### src/rtl/output_deskew_buffer.sv
// Output deskew buffer: realigns the diagonally skewed results leaving the
// systolic array into whole rows, then queues them in a show-ahead row FIFO
// for a valid/ready consumer. Column j is delayed ARRAYWIDTH-1-j cycles and
// then lands in a common align register, so one row lines up in one cycle.
module output_deskew_buffer #(
  parameter int ARRAYWIDTH = 4,
  parameter int OUTSIZE    = 32,
  parameter int FIFO_DEPTH = 8,
  parameter int AF_LEVEL   = FIFO_DEPTH - ARRAYWIDTH - 1
) (
  input  logic                             clk,
  input  logic                             rst,
  input  logic                             clear,
  input  logic [ARRAYWIDTH-1:0]            in_valid,
  input  logic [ARRAYWIDTH*OUTSIZE-1:0]    in_res,
  output logic                             out_valid,
  input  logic                             out_ready,
  output logic [ARRAYWIDTH*OUTSIZE-1:0]    out_res,
  output logic                             almost_full,
  output logic [$clog2(FIFO_DEPTH):0]      count,
  output logic                             overflow,
  output logic                             skew_err
);

  localparam int RW = ARRAYWIDTH * OUTSIZE;
  localparam int PW = $clog2(FIFO_DEPTH);
  localparam int CW = PW + 1;
  localparam logic [CW-1:0] DEPTH_C = CW'(FIFO_DEPTH);
  localparam logic [CW-1:0] AF_C    = CW'(AF_LEVEL);

  // Per-column delay line outputs, all arriving in the same cycle.
  logic [ARRAYWIDTH-1:0] col_v;
  logic [RW-1:0]         col_d;

  for (genvar j = 0; j < ARRAYWIDTH; j++) begin : g_col
    localparam int D = ARRAYWIDTH - 1 - j;
    if (D == 0) begin : g_direct
      assign col_v[j]                     = in_valid[j];
      assign col_d[j*OUTSIZE +: OUTSIZE]  = in_res[j*OUTSIZE +: OUTSIZE];
    end else begin : g_dly
      logic [D-1:0]       dv;
      logic [OUTSIZE-1:0] dd [D];

      // Valid shift chain; flushed by clear so in-flight partial rows vanish.
      always_ff @(posedge clk or negedge rst) begin
        if (!rst) begin
          dv <= '0;
        end else if (clear) begin
          dv <= '0;
        end else begin
          dv[0] <= in_valid[j];
          for (int k = 1; k < D; k++) dv[k] <= dv[k-1];
        end
      end

      // Data shift chain; qualified by the valid chain so it needs no reset.
      always_ff @(posedge clk) begin
        dd[0] <= in_res[j*OUTSIZE +: OUTSIZE];
        for (int k = 1; k < D; k++) dd[k] <= dd[k-1];
      end

      assign col_v[j]                    = dv[D-1];
      assign col_d[j*OUTSIZE +: OUTSIZE] = dd[D-1];
    end
  end

  logic [ARRAYWIDTH-1:0] al_v;
  logic [RW-1:0]         al_d;

  // Common align register valids: one whole row is visible here per cycle.
  always_ff @(posedge clk or negedge rst) begin
    if (!rst) begin
      al_v <= '0;
    end else if (clear) begin
      al_v <= '0;
    end else begin
      al_v <= col_v;
    end
  end

  // Align register data.
  always_ff @(posedge clk) begin
    al_d <= col_d;
  end

  logic          wr_req, mixed, full, pop, wr_ok, drop;
  logic [PW-1:0] wr_ptr, rd_ptr;
  logic [RW-1:0] mem [FIFO_DEPTH];

  assign wr_req = &al_v;
  assign mixed  = (|al_v) & ~wr_req;
  assign full   = (count == DEPTH_C);
  assign pop    = out_valid & out_ready;
  // At full, a simultaneous pop frees the slot the write lands in.
  assign wr_ok  = wr_req & (~full | pop);
  assign drop   = wr_req & full & ~pop;

  // Row storage; cleared on reset so an empty FIFO reads zero after reset.
  always_ff @(posedge clk or negedge rst) begin
    if (!rst) begin
      for (int i = 0; i < FIFO_DEPTH; i++) mem[i] <= '0;
    end else if (!clear && wr_ok) begin
      mem[wr_ptr] <= al_d;
    end
  end

  // Pointers, occupancy and sticky error flags.
  always_ff @(posedge clk or negedge rst) begin
    if (!rst) begin
      wr_ptr   <= '0;
      rd_ptr   <= '0;
      count    <= '0;
      overflow <= 1'b0;
      skew_err <= 1'b0;
    end else if (clear) begin
      wr_ptr   <= '0;
      rd_ptr   <= '0;
      count    <= '0;
      overflow <= 1'b0;
      skew_err <= 1'b0;
    end else begin
      if (wr_ok) wr_ptr <= wr_ptr + 1'b1;
      if (pop)   rd_ptr <= rd_ptr + 1'b1;
      case ({wr_ok, pop})
        2'b10:   count <= count + 1'b1;
        2'b01:   count <= count - 1'b1;
        default: count <= count;
      endcase
      if (drop)  overflow <= 1'b1;
      if (mixed) skew_err <= 1'b1;
    end
  end

  assign out_valid   = (count != '0);
  assign out_res     = mem[rd_ptr];
  assign almost_full = (count >= AF_C);

endmodule

### config.mk
export PLATFORM = sky130hd
export DESIGN_NAME = output_deskew_buffer
export DESIGN_NICKNAME = d
export VERILOG_FILES = /design/src/rtl/output_deskew_buffer.sv
export SDC_FILE = /design/constraint.sdc
export NUM_CORES = 1
export LEC_CHECK = 0
export ABC_AREA = 1
export CORE_MARGIN = 2
export CORE_UTILIZATION = 54
export DETAILED_ROUTE_END_ITERATION = 8
export MAX_ROUTING_LAYER = met4
export PLACE_DENSITY_LB_ADDON = 0.2
export SLEW_MARGIN = 20
export SYNTH_ARGS = -nofsm -noshare
export SYNTH_HDL_FRONTEND = slang
export SYNTH_SLANG_ARGS = --single-unit
### constraint.sdc
create_clock -name clk -period 2.2 [get_ports clk]
set_input_delay 0.66 -clock clk [delete_from_list [all_inputs] [get_ports clk]]
set_output_delay 0.66 -clock clk [all_outputs]
set_load 0.02 [all_outputs]
==> results.json <==
{
  "nFillCells": 7448,
  "boundaryPins": 272,
  "drc": 0,
  "relSlewSlack_pct": 59.2,
  "ir_worst_vdd_mv": 0.776,
  "pre_cts_ws_ns": -0.778,
  "clock_latency_ns": 0.75,
  "cts_buffers": 140,
  "fmax_ghz": 0.305,
  "outcome": "complete, but fails checks",
  "arrival_ns": 2.62,
  "hp-start": "g_col[1].g_dly.dd[1][19]$_DFF_P_",
  "dr.pass1.iters": 6,
  "violations": "setup timing",
  "routed_via_density": 5.51,
  "yosysSeqAreaShare_pct": 61.6,
  "nets": 6437,
  "drv_cap": 0,
  "syn_inst": 5874,
  "cp_slowest_cell": "dfrtp_4",
  "synth_edf_count": 0,
  "crit_chain": "buf_4 > buf_4 > a21oi_1 > o21ai_0 > a31oi_2 > clkdlybuf4s15_2",
  "port_buffers": 271,
  "timing.rr.start": "count[0]$_DFFE_PN0P_",
  "required_ns": 1.54,
  "routedWlPerCell_um": 18.3,
  "grt_pass1_vias": 41600,
  "yosysWarnings": 0,
  "grt_pass1_wl_mm": 221,
  "die-height_um": 317,
  "initial_core_util_pct": 54.6,
  "slew_viol_final": 0,
  "power_density_nw_per_um2": 766,
  "num_rows": 114,
  "tns_ns": -124.66,
  "setup_slack_ns": -1.08,
  "antenna_found_initial": 2,
  "final_util_pct": 68.4,
  "htreeDepth": 4,
  "drtIter0Drc": 3760,
  "tightest_slew_ns": 0.612,
  "post-route-min-period_ns": 3.28,
  "syn_nets": 6014,
  "period_share_pct": 149,
  "grtUsageTotal_pct": 28.6,
  "cts_tree": "yes",
  "grt_setup_unrepaired": "true",
  "vias": 42400,
  "setup_violations": 136,
  "max_stage_delay_ns": 0.51,
  "worstPathMaxFanout": 20,
  "die_x_um": 317,
  "power_leakage_nw": 31.0,
  "grt_max_degree": 93,
  "cp_common_cell": "buf_4",
  "hold_class": "flop to flop",
  "synth_seq_cells": 1366,
  "cts.sinks": 1366,
  "clkTransAtPathRegs_ns": 0.06,
  "path_class": "flop to output port",
  "core_area_sq_um": 96900,
  "clk_path_buf_depth": 3,
  "crit_start": "rd_ptr[1]$_DFFE_PN0P_",
  "drtAntennaViolNets": 0,
  "end_kind": "output port",
  "area_growth_pct": 25.2,
  "synth.avg_cell_area_sq_um": 9.00,
  "fin_worst_skew_ns": 0.0247,
  "hpwl_mm": 86.7,
  "final_layout_size_suffix_gt1_share_pct": 14.6,
  "final_hold_viol_count": 0,
  "synth_cell_types": 27,
  "cts-root-buf": "clkbuf_16",
  "syn_area_sq_um": 52900,
  "totalWireLength_mm": 140,
  "place_congestion": 0.832,
  "startpoint_type": "flop",
  "async_reset_ff_share_pct": 76.6,
  "synth_ff_type": "dfrtp_1",
  "die_area_sq_um": 100000,
  "overflow": 0
}
logic make-up after synthesis:
kind of cell	after synthesis	share of synthesized area, %
buffers and inverters	966	7.50
DFF	1366	61.6
AOI/OAI and AO/OA	2191	21.0
and+or+nand+nor	1346	9.73
adders and majority gates	4	0.0947
xor gates and xnor gates	1	0.0166
what timing repair did:
item / in CTS / in global routing
endpoints found under the setup margin: 136 / 139
hold endpoints to repair: 17 / 0
cloned: 5 / 10
buffers inserted: 1 / 10
resized for setup: 361 / 375
hold buffers: 1 / 0
pin swaps: 4 / 21
cell type report:
class / count / area (sq um) / area share [%]
timing repair buffer: 702 / 7930 / 12.0
timing repair inverter: 2 / 36.3 / 0.0548
multi-input combinational: 3542 / 17300 / 26.1
clock inverter: 46 / 549 / 0.830
antenna: 1 / 2.50 / 0.00378
sequential: 1366 / 32600 / 49.2
clock buffer: 212 / 4150 / 6.27
tap: 1276 / 1600 / 2.41
inverter: 543 / 2080 / 3.14
cells in the mapped netlist (all sizes together) (4+ instances only):
cell,n,area share [%]
buf,186,1.9
nor2,279,2.0
nor3,4,0.12
a21oi,389,3.7
dfrtp,1046,50
o21ai,1673,16
dfxtp,320,12
nand3,10,0.095
clkbuf,237,1.7
nand2,1051,7.5
ha,4,0.095
inv,542,3.8
a31oi,128,1.5
cell usage in the layout, fill, tap and decap left out, types with 14 or more instances in the layout:
cell type,netlist,final
dfxtp_1,320,320
a21oi_1,389,378
clkinv_2,0,20
inv_1,540,540
buf_4,42,357
dfrtp_1,1046,1044
o21ai_0,1624,1559
clkdlybuf4s50_1,0,142
clkbuf_16,0,153
nand2_1,1049,1048
buf_16,0,14
o21ai_1,49,113
clkbuf_8,0,27
clkbuf_1,214,40
buf_12,0,137
nor2_1,277,275
a31oi_2,0,125
worst paths after layout:
kind | end | slack, ns | depth (start not counted)
worst max register to register | count[3]$_DFFE_PN0P_ | 0.11 | 13
min in group asynchronous | mem[908]$_DFFE_PN0P_ | 0.40 | 2
worst max-delay path | out_res[96] | -1.08 | 6
worst min-delay path | al_d[51]$_DFF_P_ | 0.31 | 0
worst min register to register | al_d[51]$_DFF_P_ | 0.31 | 0
max in group asynchronous | mem[411]$_DFFE_PN0P_ | 0.85 | 3
routing by layer:
metal  vias to the layer above  part of all wire, %  GRT usage, %  routed length (um)
li1                      20200                    -             -                   -
met1                     20500                   43          37.3               60000
met2                      1440                   48          45.7               67000
met3                       268                  6.6          4.47                9260
met4                         0                  2.9          9.78                4060
met5                         -                    0             -                   0
stage by stage:
stage	power (mW)	std cells	hold slack (ns)	cell area (sq um)
after detailed placement	27.2	7404	0.312	61000
after CTS	51.1	7669	0.306	65900
final	50.7	7690	0.314	66200
after global placement	27.1	7404	0.310	61000
after floorplan	26.2	5874	0.310	53700
after global routing	52.3	7690	0.310	66200
flip-flops by register name, summed over array words and instances (netlist names):
name            cells
wr_ptr              3
rd_ptr              3
count               4
g_col.g_dly.dd    192
al_v                4
al_d              128
mem              1024
overflow            1
skew_err            1
g_col.g_dly.dv      6
critical path, delay by kind of cell (launching register included):
| kind | cells | cell delay, ns |
|---|---|---|
| buffers and inverters | 3 | 0.83 |
| AOI/OAI and AO/OA | 3 | 0.53 |
| DFF | 1 | 0.51 |
power breakdown:
group | total (mW) | switching, mW | internal, mW
sequential | 25.6 | 0.237 | 25.4
combinational | 1.03 | 0.656 | 0.369
clock | 24.0 | 9.95 | 14.1
total | 50.7 | 10.8 | 39.8
Power figures use the tool's default switching activity.
